`src/rtl/shifter_extender_pkg.sv`:
```
// Shared types and constants for the operand-2 shifter/extender.
package shifter_pkg;

  // Clamp on register-specified LSL/LSR iteration count
  localparam int MAX_LSX = 33;

  // One-bit step performed on each SHIFT cycle
  typedef enum logic [2:0] {
    OP_LSL = 3'd0,
    OP_LSR = 3'd1,
    OP_ASR = 3'd2,
    OP_ROR = 3'd3,
    OP_RRX = 3'd4
  } shift_op_e;

  // Instruction classes selected by ir[27:25]
  localparam logic [2:0] CLS_DP_SH   = 3'b000;
  localparam logic [2:0] CLS_ROT_IMM = 3'b001;
  localparam logic [2:0] CLS_LS_IMM  = 3'b010;
  localparam logic [2:0] CLS_LS_REG  = 3'b011;
  localparam logic [2:0] CLS_BRANCH  = 3'b101;

  // Sequencer states
  typedef enum logic [1:0] {
    ST_IDLE  = 2'd0,
    ST_SHIFT = 2'd1,
    ST_DONE  = 2'd2
  } state_e;

endpackage

```
`src/rtl/shifter_extender_if.sv`:
```
// Handshake and operand bus between the control unit and the shifter.
interface shifter_extender_if #(parameter int DATA_W = 32);
  logic              start;
  logic [DATA_W-1:0] ir;
  logic [DATA_W-1:0] rm;
  logic [7:0]        rs;
  logic              carry_in;
  logic              ready;
  logic              done;
  logic [DATA_W-1:0] result;
  logic              carry_out;

  // Control unit side
  modport master (
    output start, ir, rm, rs, carry_in,
    input  ready, done, result, carry_out
  );

  // Shifter side
  modport slave (
    input  start, ir, rm, rs, carry_in,
    output ready, done, result, carry_out
  );
endinterface

```
`src/rtl/shifter_extender_shift_decode.sv`:
```
// Combinational decode of the instruction into initial operand, step type,
// iteration count and the value used when no iteration is needed.
module shift_decode
  import shifter_pkg::*;
(
  input  logic [31:0] ir,
  input  logic [31:0] rm,
  input  logic [7:0]  rs,
  input  logic        carry_in,
  output logic [31:0] operand,
  output shift_op_e   op,
  output logic [5:0]  n,
  output logic [31:0] spec_result,
  output logic        spec_carry
);

  logic [4:0] imm_amt;
  logic [1:0] sh_type;
  logic       unused_ir;

  assign imm_amt   = ir[11:7];
  assign sh_type   = ir[6:5];
  // Condition field and branch link bit play no part in operand 2
  assign unused_ir = ^{ir[31:28], ir[24]};

  // Class decode; defaults describe "no shift, pass rm, keep C"
  always_comb begin
    operand     = rm;
    op          = OP_LSL;
    n           = 6'd0;
    spec_result = rm;
    spec_carry  = carry_in;
    case (ir[27:25])
      CLS_ROT_IMM: begin
        operand     = {24'b0, ir[7:0]};
        op          = OP_ROR;
        n           = {1'b0, ir[11:8], 1'b0};
        spec_result = {24'b0, ir[7:0]};
      end
      CLS_DP_SH, CLS_LS_REG: begin
        if (ir[27:25] == CLS_DP_SH && ir[4]) begin
          // Register-specified amount
          if (rs != 8'd0) begin
            case (sh_type)
              2'b00, 2'b01: begin
                op = (sh_type == 2'b00) ? OP_LSL : OP_LSR;
                n  = (rs > 8'(MAX_LSX)) ? 6'(MAX_LSX) : rs[5:0];
              end
              2'b10: begin
                op = OP_ASR;
                n  = (rs > 8'd32) ? 6'd32 : rs[5:0];
              end
              default: begin
                op = OP_ROR;
                if (rs[4:0] == 5'd0) begin
                  // Rotation by a multiple of 32: value unchanged, C = bit 31
                  n          = 6'd0;
                  spec_carry = rm[31];
                end else begin
                  n = {1'b0, rs[4:0]};
                end
              end
            endcase
          end
        end else begin
          // Immediate amount; zero encodes LSR/ASR #32 and RRX
          case (sh_type)
            2'b00: begin
              op = OP_LSL;
              n  = {1'b0, imm_amt};
            end
            2'b01: begin
              op = OP_LSR;
              n  = (imm_amt == 5'd0) ? 6'd32 : {1'b0, imm_amt};
            end
            2'b10: begin
              op = OP_ASR;
              n  = (imm_amt == 5'd0) ? 6'd32 : {1'b0, imm_amt};
            end
            default: begin
              if (imm_amt == 5'd0) begin
                op = OP_RRX;
                n  = 6'd1;
              end else begin
                op = OP_ROR;
                n  = {1'b0, imm_amt};
              end
            end
          endcase
        end
      end
      CLS_LS_IMM: spec_result = {20'b0, ir[11:0]};
      CLS_BRANCH: spec_result = {{6{ir[23]}}, ir[23:0], 2'b00};
      default:    spec_result = 32'd0;
    endcase
  end

endmodule

```
`src/rtl/shifter_extender.sv`:
```
// Operand-2 generator: iterates one shift bit per clock under start/done.
module shifter_extender
  import shifter_pkg::*;
#(
  parameter int DATA_W = 32
) (
  input  logic               clk,
  input  logic               clr,
  shifter_extender_if.slave  bus
);

  state_e            state_q, state_d;
  logic [DATA_W-1:0] result_q, result_d;
  logic              carry_q, carry_d;
  logic [5:0]        count_q, count_d;
  shift_op_e         op_q, op_d;
  logic              cin_q, cin_d;

  logic [31:0] dec_operand;
  shift_op_e   dec_op;
  logic [5:0]  dec_n;
  logic [31:0] dec_spec_result;
  logic        dec_spec_carry;

  shift_decode u_decode (
    .ir          (bus.ir),
    .rm          (bus.rm),
    .rs          (bus.rs),
    .carry_in    (bus.carry_in),
    .operand     (dec_operand),
    .op          (dec_op),
    .n           (dec_n),
    .spec_result (dec_spec_result),
    .spec_carry  (dec_spec_carry)
  );

  assign bus.ready     = (state_q == ST_IDLE);
  assign bus.done      = (state_q == ST_DONE);
  assign bus.result    = result_q;
  assign bus.carry_out = carry_q;

  // Next-state and datapath: load on accepted start, one-bit step per SHIFT edge
  always_comb begin
    state_d  = state_q;
    result_d = result_q;
    carry_d  = carry_q;
    count_d  = count_q;
    op_d     = op_q;
    cin_d    = cin_q;
    case (state_q)
      ST_IDLE: begin
        if (bus.start) begin
          op_d  = dec_op;
          cin_d = bus.carry_in;
          if (dec_n == 6'd0) begin
            result_d = dec_spec_result;
            carry_d  = dec_spec_carry;
            count_d  = 6'd0;
            state_d  = ST_DONE;
          end else begin
            result_d = dec_operand;
            count_d  = dec_n;
            state_d  = ST_SHIFT;
          end
        end
      end
      ST_SHIFT: begin
        case (op_q)
          OP_LSL: begin
            carry_d  = result_q[31];
            result_d = {result_q[30:0], 1'b0};
          end
          OP_LSR: begin
            carry_d  = result_q[0];
            result_d = {1'b0, result_q[31:1]};
          end
          OP_ASR: begin
            carry_d  = result_q[0];
            result_d = {result_q[31], result_q[31:1]};
          end
          OP_ROR: begin
            carry_d  = result_q[0];
            result_d = {result_q[0], result_q[31:1]};
          end
          OP_RRX: begin
            carry_d  = result_q[0];
            result_d = {cin_q, result_q[31:1]};
          end
          default: ;
        endcase
        count_d = count_q - 6'd1;
        if (count_q == 6'd1) state_d = ST_DONE;
      end
      ST_DONE: state_d = ST_IDLE;
      default: state_d = ST_IDLE;
    endcase
  end

  // State register; clr abandons any operation in progress
  always_ff @(posedge clk or negedge clr) begin
    if (!clr) begin
      state_q  <= ST_IDLE;
      result_q <= '0;
      carry_q  <= 1'b0;
      count_q  <= 6'd0;
      op_q     <= OP_LSL;
      cin_q    <= 1'b0;
    end else begin
      state_q  <= state_d;
      result_q <= result_d;
      carry_q  <= carry_d;
      count_q  <= count_d;
      op_q     <= op_d;
      cin_q    <= cin_d;
    end
  end

endmodule

```
`src/flat_wrapper.sv`:
```
// flat-port wrapper written by rule: the top's interface ports become plain ports
module shifter_extender_flat import shifter_pkg::*;
#(
  parameter int DATA_W = 32
)
  (clk, clr, bus_start, bus_ir, bus_rm, bus_rs, bus_carry_in, bus_ready, bus_done, bus_result, bus_carry_out);
  shifter_extender_if #(.DATA_W(DATA_W)) bus_i ();
  input  logic clk;
  input  logic clr;
  input wire logic [$bits(bus_i.start)-1:0] bus_start;
  input wire logic [$bits(bus_i.ir)-1:0] bus_ir;
  input wire logic [$bits(bus_i.rm)-1:0] bus_rm;
  input wire logic [$bits(bus_i.rs)-1:0] bus_rs;
  input wire logic [$bits(bus_i.carry_in)-1:0] bus_carry_in;
  output wire logic [$bits(bus_i.ready)-1:0] bus_ready;
  output wire logic [$bits(bus_i.done)-1:0] bus_done;
  output wire logic [$bits(bus_i.result)-1:0] bus_result;
  output wire logic [$bits(bus_i.carry_out)-1:0] bus_carry_out;
  assign bus_i.start = bus_start;
  assign bus_i.ir = bus_ir;
  assign bus_i.rm = bus_rm;
  assign bus_i.rs = bus_rs;
  assign bus_i.carry_in = bus_carry_in;
  assign bus_ready = bus_i.ready;
  assign bus_done = bus_i.done;
  assign bus_result = bus_i.result;
  assign bus_carry_out = bus_i.carry_out;
  shifter_extender #(.DATA_W(DATA_W)) u_core (.clk(clk), .clr(clr), .bus(bus_i));
endmodule
```
`config.mk`:
```
export PLATFORM = sky130hd
export DESIGN_NAME = shifter_extender_flat
export DESIGN_NICKNAME = d
export VERILOG_FILES = /design/src/rtl/shifter_extender_pkg.sv /design/src/rtl/shifter_extender_if.sv /design/src/rtl/shifter_extender_shift_decode.sv /design/src/rtl/shifter_extender.sv /design/src/flat_wrapper.sv
export SDC_FILE = /design/constraint.sdc
export NUM_CORES = 1
export LEC_CHECK = 0
export CORE_MARGIN = 2
export CORE_UTILIZATION = 47
export DETAILED_ROUTE_END_ITERATION = 6
export GPL_TIMING_DRIVEN = 0
export PLACE_DENSITY = 0.81
export SYNTH_ARGS = -nofsm -noshare
export SYNTH_HDL_FRONTEND = slang
export SYNTH_SLANG_ARGS = --single-unit
```
`constraint.sdc`:
```
create_clock -name clk -period 3.8 [get_ports clk]
set_input_delay 0.57 -clock clk [delete_from_list [all_inputs] [get_ports clk]]
set_output_delay 0.57 -clock clk [all_outputs]
set_load 0.03 [all_outputs]
```
==> metrics.txt, run 1 <==
# TYPE chip_impl_metric gauge
chip_impl_metric{name="global_route.usage.total",unit=""} 0.288
chip_impl_metric{name="grt_pass1_vias",unit=""} 3933
chip_impl_metric{name="ctsHtreeMaxLevel",unit=""} 2
chip_impl_metric{name="clock_insertion_delay_worst_skew",unit="ps"} 310
chip_impl_metric{name="worst_hold_slack",unit="ps"} 214
chip_impl_metric{name="yosys_register_bits",unit=""} 45
chip_impl_info{name="crit_path_start_kind",value="input port"} 1
chip_impl_info{name="hold_class",value="in2async"} 1
chip_impl_info{name="ff_to_ff_start",value="u_core.state_q[0]"} 1
chip_impl_metric{name="grt_first_pass_wirelength",unit="um"} 19100
chip_impl_metric{name="post_place_cells",unit=""} 680
chip_impl_metric{name="finalWeightedCongestion",unit=""} 0.940
chip_impl_metric{name="number_of_input_and_output_port_buffers_inserted",unit=""} 104
chip_impl_info{name="r2r_end",value="u_core.bus.result[29]"} 1
chip_impl_metric{name="ctsHoldBuffers",unit=""} 0
chip_impl_metric{name="mappedNetlistArea",unit="mm^2"} 0.00348
chip_impl_info{name="layout.cells.most_common",value="sky130_fd_sc_hd__nand2_1"} 1
chip_impl_metric{name="min_period",unit="ps"} 3010
chip_impl_metric{name="power.total",unit="uW"} 3030
chip_impl_metric{name="antenna_violations_before_repair",unit=""} 0
chip_impl_metric{name="detailed_place_hpwl",unit="um"} 8880
chip_impl_metric{name="cp_max_fo",unit=""} 5
chip_impl_metric{name="critical_path.max_stage_delay",unit="ps"} 530
chip_impl_metric{name="r2r_cells",unit=""} 6
chip_impl_metric{name="data_arrival_time_of_the_critical_path",unit="ps"} 3210
chip_impl_metric{name="peakVddDrop",unit="V"} 0.000382
chip_impl_metric{name="detail_route.iter0.violations",unit=""} 286
chip_impl_metric{name="initial_utilization",unit=""} 0.482
chip_impl_info{name="crit_path_cell_trace",value="clkdlybuf4s50_1 -> inv_1 -> ha_1 -> or3b_2 -> a21oi_2 -> nor3b_1 -> a21oi_1 -> and3b_1 -> o32ai_1"} 1
chip_impl_info{name="run_status",value="complete, no violations"} 1
chip_impl_metric{name="synth.yosys.seq_area_share",unit=""} 0.324
chip_impl_metric{name="layout_worst_path_cycle_share",unit=""} 0.791
chip_impl_metric{name="ys_async_rst_share",unit=""} 1.00
chip_impl_metric{name="post_synth_inst_count",unit=""} 476
chip_impl_info{name="cts_tree",value="done"} 1
chip_impl_metric{name="finalSetupViolations",unit=""} 0
chip_impl_info{name="most-common-layout-cells",value="sky130_fd_sc_hd__nand2_1, sky130_fd_sc_hd__clkdlybuf4s50_1, sky130_fd_sc_hd__a21oi_1"} 1
chip_impl_metric{name="power.share.sequential",unit=""} 0.291
chip_impl_metric{name="detail_route.first_pass.iterations",unit=""} 5
chip_impl_metric{name="antenna_violating_nets_post_route",unit=""} 0
chip_impl_metric{name="width_of_the_chip",unit="um"} 90.0
chip_impl_info{name="root_buffer",value="sky130_fd_sc_hd__clkbuf_8"} 1
chip_impl_info{name="setup_repair_after_global_routing_missed_its_margin",value="no"} 1
chip_impl_metric{name="hold_viol",unit=""} 0
chip_impl_metric{name="vias",unit=""} 4066
chip_impl_metric{name="clock-sinks",unit=""} 45
chip_impl_metric{name="power.density_cell_area",unit="mW/mm^2"} 635
chip_impl_metric{name="ff2ff_setup_slack",unit="ps"} 1550
chip_impl_info{name="cpLargestDelayFamily",value="simple AND/OR/NAND/NOR gates"} 1
chip_impl_metric{name="clkSlewWorstSetupHoldPaths",unit="ps"} 90
chip_impl_metric{name="num-nets-final",unit=""} 671
chip_impl_metric{name="cp_num_cells",unit=""} 9
chip_impl_metric{name="cts_buffers",unit=""} 5
chip_impl_metric{name="dieArea",unit="mm^2"} 0.00810
chip_impl_metric{name="critical_path_buf_inv_count",unit=""} 2
chip_impl_metric{name="internal_power",unit="uW"} 1550
chip_impl_info{name="critPathCaptureType",value="flip-flop"} 1
chip_impl_metric{name="totalWireLength",unit="um"} 11700
chip_impl_metric{name="drc_errors",unit=""} 0
chip_impl_metric{name="routed_via_density",unit=""} 5.91
chip_impl_metric{name="switching_share_of_total_power",unit=""} 0.490
chip_impl_metric{name="total_switching_power",unit="uW"} 1480
chip_impl_metric{name="grt-ovfl-total",unit=""} 0
chip_impl_info{name="postSynth.topFlopCell",value="sky130_fd_sc_hd__dfrtp_1"} 1
chip_impl_metric{name="critical_path_required",unit="ps"} 4000
chip_impl_metric{name="dieHeight",unit="um"} 90.0
chip_impl_metric{name="final_cell_area",unit="mm^2"} 0.00477
chip_impl_metric{name="avgRoutedWirePerCell",unit="um"} 17.0
chip_impl_metric{name="clock.fmax",unit="MHz"} 333
chip_impl_metric{name="drv_slew",unit=""} 0
chip_impl_metric{name="flow.area_growth_from_synthesis",unit="%"} 37.3
chip_impl_metric{name="max_cap_viol_count",unit=""} 0
chip_impl_metric{name="synth.avg_cell_area",unit="um^2"} 7.30
chip_impl_metric{name="ctsLongestPathBuffers",unit=""} 2
chip_impl_metric{name="fp-row-count",unit=""} 31
chip_impl_metric{name="netlist-cell-type-count",unit=""} 51
chip_impl_metric{name="tns_setup",unit="ps"} 0
chip_impl_metric{name="yosysWarnings",unit=""} 0
chip_impl_metric{name="worst_relative_slew_slack",unit=""} 0.450
chip_impl_metric{name="skew",unit="ps"} 13.0
chip_impl_metric{name="boundary_pins",unit=""} 111
chip_impl_metric{name="leakage_power_figure",unit="uW"} 0.00190
chip_impl_metric{name="grt_start_max_net_pins",unit=""} 28
chip_impl_info{name="critPathSlowestCell",value="sky130_fd_sc_hd__clkdlybuf4s50_1"} 1
chip_impl_metric{name="synth_edf_count",unit=""} 0
chip_impl_metric{name="cts-resized-gates",unit=""} 0
chip_impl_metric{name="power.share.clock",unit=""} 0.129
chip_impl_metric{name="synth_nets",unit=""} 559
chip_impl_metric{name="comb_power_share",unit=""} 0.580
chip_impl_metric{name="floorplan.core_area",unit="mm^2"} 0.00721
chip_impl_info{name="crit_type",value="in2reg"} 1
chip_impl_metric{name="insertedDiodeCount",unit=""} 0
chip_impl_metric{name="drive_above_1_share",unit=""} 0.0458
chip_impl_metric{name="stdcell_count",unit=""} 688
chip_impl_metric{name="post-cts-setup-buffers",unit=""} 0
chip_impl_metric{name="worst_slew_pin_slew",unit="ps"} 819
chip_impl_metric{name="dpl_cell_area",unit="mm^2"} 0.00466
-- synth_stat cells, types with 3 or more instances --
master / number / area share
sky130_fd_sc_hd__o21ai_0: 45 / 0.065
sky130_fd_sc_hd__nand3_1: 8 / 0.012
sky130_fd_sc_hd__a221oi_1: 8 / 0.020
sky130_fd_sc_hd__mux2i_1: 4 / 0.012
sky130_fd_sc_hd__a21oi_1: 54 / 0.078
sky130_fd_sc_hd__dfrtp_1: 45 / 0.32
sky130_fd_sc_hd__clkbuf_1: 32 / 0.035
sky130_fd_sc_hd__a221o_1: 3 / 0.0086
sky130_fd_sc_hd__a21o_1: 13 / 0.028
sky130_fd_sc_hd__a22o_1: 4 / 0.010
sky130_fd_sc_hd__o31ai_1: 3 / 0.0065
sky130_fd_sc_hd__nor2_1: 19 / 0.021
sky130_fd_sc_hd__nand2_1: 127 / 0.14
sky130_fd_sc_hd__nor2b_1: 4 / 0.0072
sky130_fd_sc_hd__nor4_1: 3 / 0.0054
sky130_fd_sc_hd__inv_1: 11 / 0.012
sky130_fd_sc_hd__ha_1: 7 / 0.025
sky130_fd_sc_hd__a211oi_1: 8 / 0.017
sky130_fd_sc_hd__nor3b_1: 3 / 0.0065
sky130_fd_sc_hd__nor3_1: 7 / 0.010
sky130_fd_sc_hd__mux2_2: 8 / 0.026
sky130_fd_sc_hd__a31oi_1: 8 / 0.014
sky130_fd_sc_hd__a311oi_1: 10 / 0.025
sky130_fd_sc_hd__nand2b_1: 5 / 0.0090
-- per-layer routing --
| layer | vias to the layer above | share of wire | GRT usage |
|---|---|---|---|
| li1 | 1924 | - | - |
| met4 | 0 | 0.035 | 0.117 |
| met2 | 211 | 0.47 | 0.476 |
| met3 | 33 | 0.075 | 0.0528 |
| met5 | - | 0 | 0 |
| met1 | 1898 | 0.42 | 0.374 |
-- power groups by stage --
| stage | Combinational, uW | Sequential [uW] | Clock, uW |
|---|---|---|---|
| floorplan | 862 | 1070 | 0 |
| global placement | 1710 | 880 | 0 |
| detailed placement | 1740 | 880 | 0 |
| CTS | 1740 | 876 | 389 |
| global route | 1910 | 906 | 409 |
| finish | 1760 | 884 | 391 |
-- per-stage QoR --
stage	worst slack [ps]	util
after global placement	610	0.643
after detailed placement	542	0.645
after CTS	844	0.661
after global routing	667	0.661
final	794	0.661
after floorplan	1350	-
-- worst max-delay path by stage --
stage / startpoint / end / slack, ps
global route: bus_ir[5] / u_core.bus.carry_out / 670
CTS: bus_ir[5] / u_core.bus.carry_out / 840
floorplan: bus_ir[5] / u_core.bus.carry_out / 1350
global placement: bus_ir[5] / u_core.bus.carry_out / 610
detailed placement: bus_ir[5] / u_core.bus.carry_out / 540
finish: bus_ir[5] / u_core.bus.carry_out / 790
-- kinds of logic (layout without fill, tap and decap cells) --
group	after synthesis	after routing	share of synthesized area
multiplexers	12	12	0.0374
buffers and inverters	47	160	0.0536
adder cells (fa/ha/maj)	8	8	0.0281
flip-flops	45	45	0.324
XOR/XNOR	4	4	0.0101
AND/OR/NAND/NOR	190	190	0.240
AO/OA/AOI/OAI	170	170	0.307
-- registers in the layout, indices dropped and copies added, names as in the netlist --
name                  count
u_core.state_q            2
u_core.bus.result        32
u_core.bus.carry_out      1
u_core.op_q               3
u_core.cin_q              1
u_core.count_q            6
-- final cells by class --
| cell class | instances | area, um^2 |
|---|---|---|
| fillers | 653 | 2440 |
| multi-input cells | 384 | 2160 |
| flip-flops and latches | 45 | 1130 |
| repair buffers | 105 | 1060 |
| plain buffers | 36 | 145 |
| well taps | 99 | 124 |
| clock buffers | 7 | 86.3 |
| inverters | 11 | 41.3 |
| clock inverters | 1 | 30.0 |
Note: power is estimated with default switching activity, not from simulation.
==> run 2: changes to the inputs <==
--- a/config.mk
+++ b/config.mk
@@ -6,10 +6,10 @@
 export NUM_CORES = 1
 export LEC_CHECK = 0
 export CORE_MARGIN = 2
-export CORE_UTILIZATION = 47
+export CORE_UTILIZATION = 43
 export DETAILED_ROUTE_END_ITERATION = 6
 export GPL_TIMING_DRIVEN = 0
-export PLACE_DENSITY = 0.81
+export PLACE_DENSITY = 0.78
 export SYNTH_ARGS = -nofsm -noshare
 export SYNTH_HDL_FRONTEND = slang
 export SYNTH_SLANG_ARGS = --single-unit
==> constraint.sdc (replaced) <==
create_clock -name clk -period 2.7 [get_ports clk]
set_input_delay 0.405 -clock clk [delete_from_list [all_inputs] [get_ports clk]]
set_output_delay 0.405 -clock clk [all_outputs]
set_load 0.03 [all_outputs]
==> metrics.txt, run 2 (same netlist as run 1, synthesis figures left out) <==
# TYPE chip_impl_metric gauge
chip_impl_info{name="run_status",value="complete, no violations"} 1
chip_impl_metric{name="global_route.usage.total",unit=""} 0.270
chip_impl_metric{name="worst_hold_slack",unit="ps"} 29.6
chip_impl_metric{name="grt-ovfl-total",unit=""} 0
chip_impl_metric{name="worst_relative_slew_slack",unit=""} 0.503
chip_impl_metric{name="cp_max_fo",unit=""} 6
chip_impl_metric{name="clock_insertion_delay_worst_skew",unit="ps"} 310
chip_impl_metric{name="min_period",unit="ps"} 2540
chip_impl_metric{name="largest_reg_flops",unit=""} 32
chip_impl_info{name="setup_repair_after_global_routing_missed_its_margin",value="no"} 1
chip_impl_metric{name="power.total",unit="uW"} 4150
chip_impl_info{name="ff_to_ff_start",value="u_core.op_q[2]"} 1
chip_impl_metric{name="clkSlewWorstSetupHoldPaths",unit="ps"} 90
chip_impl_metric{name="boundary_pins",unit=""} 111
chip_impl_metric{name="drv_slew",unit=""} 0
chip_impl_metric{name="vias",unit=""} 4076
chip_impl_metric{name="grt_first_pass_wirelength",unit="um"} 18800
chip_impl_metric{name="critical_path_required",unit="ps"} 2910
chip_impl_info{name="crit_type",value="in2reg"} 1
chip_impl_metric{name="leakage_power_figure",unit="uW"} 0.00192
chip_impl_metric{name="nFillCells",unit=""} 717
chip_impl_metric{name="dieHeight",unit="um"} 93.9
chip_impl_metric{name="floorplan.core_area",unit="mm^2"} 0.00777
chip_impl_metric{name="data_arrival_time_of_the_critical_path",unit="ps"} 2750
chip_impl_metric{name="avgRoutedWirePerCell",unit="um"} 17.1
chip_impl_info{name="root_buffer",value="sky130_fd_sc_hd__clkbuf_8"} 1
chip_impl_info{name="crit_path_start",value="bus_ir[25]"} 1
chip_impl_metric{name="insertedDiodeCount",unit=""} 0
chip_impl_metric{name="skew",unit="ps"} 12.0
chip_impl_metric{name="drive_above_1_share",unit=""} 0.0577
chip_impl_metric{name="finalWeightedCongestion",unit=""} 0.886
chip_impl_metric{name="clock.fmax",unit="MHz"} 394
chip_impl_metric{name="clock-sinks",unit=""} 45
chip_impl_metric{name="drc_errors",unit=""} 0
chip_impl_metric{name="detail_route.first_pass.iterations",unit=""} 6
chip_impl_metric{name="max_cap_viol_count",unit=""} 0
chip_impl_metric{name="width_of_the_chip",unit="um"} 93.9
chip_impl_metric{name="antenna_violations_before_repair",unit=""} 0
chip_impl_metric{name="detailed_place_hpwl",unit="um"} 8990
chip_impl_metric{name="number_of_input_and_output_port_buffers_inserted",unit=""} 104
chip_impl_info{name="critPathCaptureType",value="flip-flop"} 1
chip_impl_metric{name="grt_start_max_net_pins",unit=""} 30
chip_impl_metric{name="num-nets-final",unit=""} 671
chip_impl_metric{name="flow.area_growth_from_synthesis",unit="%"} 37.3
chip_impl_info{name="hold_class",value="in2async"} 1
chip_impl_metric{name="cts_buffers",unit=""} 5
chip_impl_info{name="layout.cells.most_common",value="sky130_fd_sc_hd__nand2_1"} 1
chip_impl_info{name="cts_tree",value="done"} 1
chip_impl_metric{name="ctsLongestPathBuffers",unit=""} 2
chip_impl_metric{name="routed_via_density",unit=""} 5.90
chip_impl_metric{name="detail_route.iter0.violations",unit=""} 346
chip_impl_metric{name="fp-row-count",unit=""} 32
chip_impl_metric{name="worst_slew_pin_slew",unit="ps"} 741
chip_impl_info{name="most-common-layout-cells",value="sky130_fd_sc_hd__nand2_1, sky130_fd_sc_hd__clkdlybuf4s50_1, sky130_fd_sc_hd__a21oi_1"} 1
chip_impl_metric{name="peakVddDrop",unit="V"} 0.000440
chip_impl_metric{name="antenna_violating_nets_post_route",unit=""} 0
chip_impl_metric{name="hold_viol",unit=""} 0
chip_impl_metric{name="power.density_cell_area",unit="mW/mm^2"} 870
chip_impl_metric{name="grt_pass1_vias",unit=""} 3803
chip_impl_metric{name="initial_utilization",unit=""} 0.447
chip_impl_metric{name="ctsHoldBuffers",unit=""} 0
chip_impl_metric{name="finalSetupViolations",unit=""} 0
chip_impl_metric{name="totalWireLength",unit="um"} 11800
chip_impl_metric{name="dieArea",unit="mm^2"} 0.00882
chip_impl_metric{name="ctsHtreeMaxLevel",unit=""} 2
chip_impl_info{name="crit_path_start_kind",value="input port"} 1
chip_impl_metric{name="layout_worst_path_cycle_share",unit=""} 0.940
[run 2: cell types whose count changed in the layout (fill, tap and decap cells not counted), sizes merged]
| cell | delta |
|---|---|
| clkdlybuf4s50 | -3 |
| clkinv | +2 |
| dlymetal6s2s | +2 |
| bufinv | -1 |
| clkbuf | -1 |
| dlygate4sd2 | +1 |
[run 2: critical path: stages]
cell and delay, ps:
sky130_fd_sc_hd__clkdlybuf4s50_1 500, sky130_fd_sc_hd__or4b_1 540, sky130_fd_sc_hd__buf_2 170, sky130_fd_sc_hd__a21oi_2 120
sky130_fd_sc_hd__or4b_1 500, sky130_fd_sc_hd__and3_4 230, sky130_fd_sc_hd__and3b_1 160, sky130_fd_sc_hd__o32ai_1 120
[run 2: power by group]
group	internal [uW]	switching, uW	leakage (uW)
sequential	935	307	0.000579
combinational	942	1540	0.00129
clock	180	250	0.0000450
[run 2: worst paths after layout]
kind / cells after the start / to / slack [ps]
max reg2reg: 6 / u_core.bus.result[29] / 400
max: 8 / u_core.bus.carry_out / 160
min reg2reg: 1 / u_core.cin_q / 520
max in group asynchronous: 2 / u_core.bus.result[25] / 2160
min in group clk: 1 / u_core.cin_q / 520
min: 1 / u_core.count_q[2] / 30
[run 2: per-stage QoR]
| step | area, um^2 | setup TNS, ps | util | instances | setup WS (ps) |
|---|---|---|---|---|---|
| 3_3_place_gp | 4640 | -7110 | 0.598 | 682 | -334 |
| 2_1_floorplan | 3480 | 0 | - | 476 | 416 |
| 3_5_place_dp | 4660 | -2260 | 0.600 | 683 | -385 |
| 6_report | 4770 | 0 | 0.615 | 691 | 161 |
| 5_1_grt | 4770 | 0 | 0.615 | 691 | 27.3 |
| 4_1_cts | 4750 | 0 | 0.611 | 691 | 34.5 |
[run 2: per-layer routing]
layer  up-vias  wire length (um)  global-route usage
met1      1921              4860               0.347
met4         0               346              0.0894
met5         -                 0                   0
li1       1921                 -                   -
met3        33               860              0.0474
met2       201              5750               0.461
[run 2: final cells by class]
cell class	count	area, um^2	share of cell area
multi-input combinational	384	2190	0.459
clock inverter	2	10.0	0.00210
inverter	11	41.3	0.00865
clock buffer	6	72.6	0.0152
sequential	45	1130	0.236
buffer	36	146	0.0307
tap	102	128	0.0267
timing repair buffer	105	1060	0.222
[run 2: repair_timing]
| action | 4_1_cts | 5_1_grt |
|---|---|---|
| setup endpoints to repair | 2 | 4 |
| buffers inserted | 0 | 0 |
| resized for setup | 4 | 7 |
| hold endpoints to repair | 0 | 0 |
==> edit, RTL diff (settings of run 2) <==
Take the reset off `result_q` and load it in a clocked block of its own.
--- a/src/rtl/shifter_extender.sv
+++ b/src/rtl/shifter_extender.sv
@@ -100,14 +100,12 @@
   always_ff @(posedge clk or negedge clr) begin
     if (!clr) begin
       state_q  <= ST_IDLE;
-      result_q <= '0;
       carry_q  <= 1'b0;
       count_q  <= 6'd0;
       op_q     <= OP_LSL;
       cin_q    <= 1'b0;
     end else begin
       state_q  <= state_d;
-      result_q <= result_d;
       carry_q  <= carry_d;
       count_q  <= count_d;
       op_q     <= op_d;
@@ -115,5 +113,9 @@
     end
   end
 
+  always_ff @(posedge clk) begin
+    result_q <= result_d;
+  end
+
 endmodule
 
Behaviour: not the same (Yosys sat finds a counterexample within 4 cycles, from zero or initial values; the reset may be asserted at any time).
==> edit against run 2 <==
Worst setup slack got worse by 0.073 ns. Area after synthesis fell by 2.3%. Power rose by 7.0%. Hold slack improved by 0.43 ns. Via count fell by 13%. Routed wire length fell by 13%. Clock skew rose by 0.0025 ns. Core utilization fell by 0.81 points. Register-to-register slack got worse by 0.03 ns. Sequential share of layout area rose by 4.0 points. First-iteration DRC count fell by 38%. Design area fell by 2.3%. Sequential cell count did not move. Die area fell by 2.2%. Highest routed layer unchanged.
==> edit: results (changes against run 2) <==
Finish
  – Fin util: 0.606 (was 0.615)
  – Share of layout cells above drive strength 1: 0.0635 (was 0.0577)
  – Final std cells w/o fill: 590 (was 691)
  – Fillers: 707 (was 717)
  – Post-layout nets: 570 (was 671)

Global routing
  – Total track usage: 0.239 (was 0.270)
  – Met3 Use GR: 0.0366 (was 0.0474)
  – Met1 usage: 0.333 (was 0.347)
  – Grt met2 use: 0.377 (was 0.461)
  – First-pass GRT wire length: 16.4 mm (was 18.8 mm)

STA
  – Fmax: 383 MHz (was 394 MHz)
  – Clk_skew: 0.0146 ns (was 0.0120 ns)

Logic synthesis
  – Post-synth EDFFs: 32 (was 0)
  – Top cells by area, synth: edfxtp_1, dfrtp_1, nand2_1 (was dfrtp_1, nand2_1, a21oi_1)
  – Post-synthesis xor/xnor area fraction: 0.0103 (was 0.0101)
  – Adder-cell area share of the yosys netlist: 0.0291 (was 0.0281)
  – Ys async rst share: 0.289 (was 1.00)
  – Post-synthesis mux area share: 0.0645 (was 0.0374)
  – Compound-cell area share of the yosys netlist: 0.273 (was 0.307)
  – Mapped Nets: 460 (was 559)
  – Post-synth cell types: 58 (was 51)
  – Sequential element share of the synthesized area: 0.379 (was 0.324)

Routing
  – Avg WL per Cell: 17.3 um (was 17.1 um)
  – Iteration-0 DRC count of the detailed router: 213 (was 346)
  – Met3 Wirelength: 623 um (was 860 um)
  – DRT met1 WL: 4.66 mm (was 4.86 mm)
  – Vias: 3,533 (was 4,076)
  – Met2 WL post-DR: 4.74 mm (was 5.75 mm)

Place
  – Area of placed instances: 4570 sq um (was 4660 sq um)
  – DP HPWL: 7.84 mm (was 8.99 mm)
  – Placed Cells incl. Taps: 583 (was 683)
  – Place WS: -0.426 ns (was -0.385 ns)

Power and ir drop
  – Leakage: 0.00175 uW (was 0.00192 uW)
  – VDD IR-drop max: 0.481 mV (was 0.440 mV)

Outcome
  – Status: finished clean (unchanged)

Worst setup path
  – Worst Path Arrival: 2.81 ns (was 2.75 ns)
[edit: cell type report]
class	instances	share of cell area
multi-input combinational	293	0.420
sequential	45	0.276
timing repair buffer	104	0.223
buffer	30	0.0282
tap	102	0.0274
clock buffer	5	0.0148
inverter	8	0.00644
clock inverter	3	0.00376
[edit: cell families after synthesis]
family	Yosys count
AO/OA/AOI/OAI	123
XOR/XNOR	4
adder cells (fa/ha/maj)	8
buffers and inverters	39
flip-flops	45
multiplexers	21
AND/OR/NAND/NOR	137
[edit: power breakdown]
group          internal, uW  switching, uW
clock                   180            250
sequential             1180            291
combinational          1000           1530
total                  2370           2070
[edit: final timing paths]
kind	slack (ns)	depth (start not counted)	end	from
max	0.09	8	u_core.bus.carry_out$_DFFE_PN0P_	bus_ir[27]
min	0.46	1	u_core.op_q[0]$_DFFE_PN0P_	clr
max reg2reg	0.37	6	u_core.bus.result[27]$_DFFE_PP_	u_core.op_q[2]$_DFFE_PN0P_
min reg2reg	0.51	1	u_core.bus.carry_out$_DFFE_PN0P_	u_core.bus.carry_out$_DFFE_PN0P_
max in group asynchronous	1.83	1	u_core.cin_q$_DFFE_PN0P_	clr
min in group clk	0.50	4	u_core.op_q[1]$_DFFE_PN0P_	bus_ir[26]
[edit: timing repair]
| item | 4_1_cts | 5_1_grt |
|---|---|---|
| resized for setup | 4 | 5 |
| endpoints found under the setup margin | 5 | 15 |
| cloned | 0 | 0 |
[edit: worst max-delay path, delay by kind of cell]
family	cells	cell delay, ns
buffers and inverters	2	0.67
muxes	1	0.34
and+or+nand+nor	1	0.53
AOI/OAI and AO/OA	4	0.87
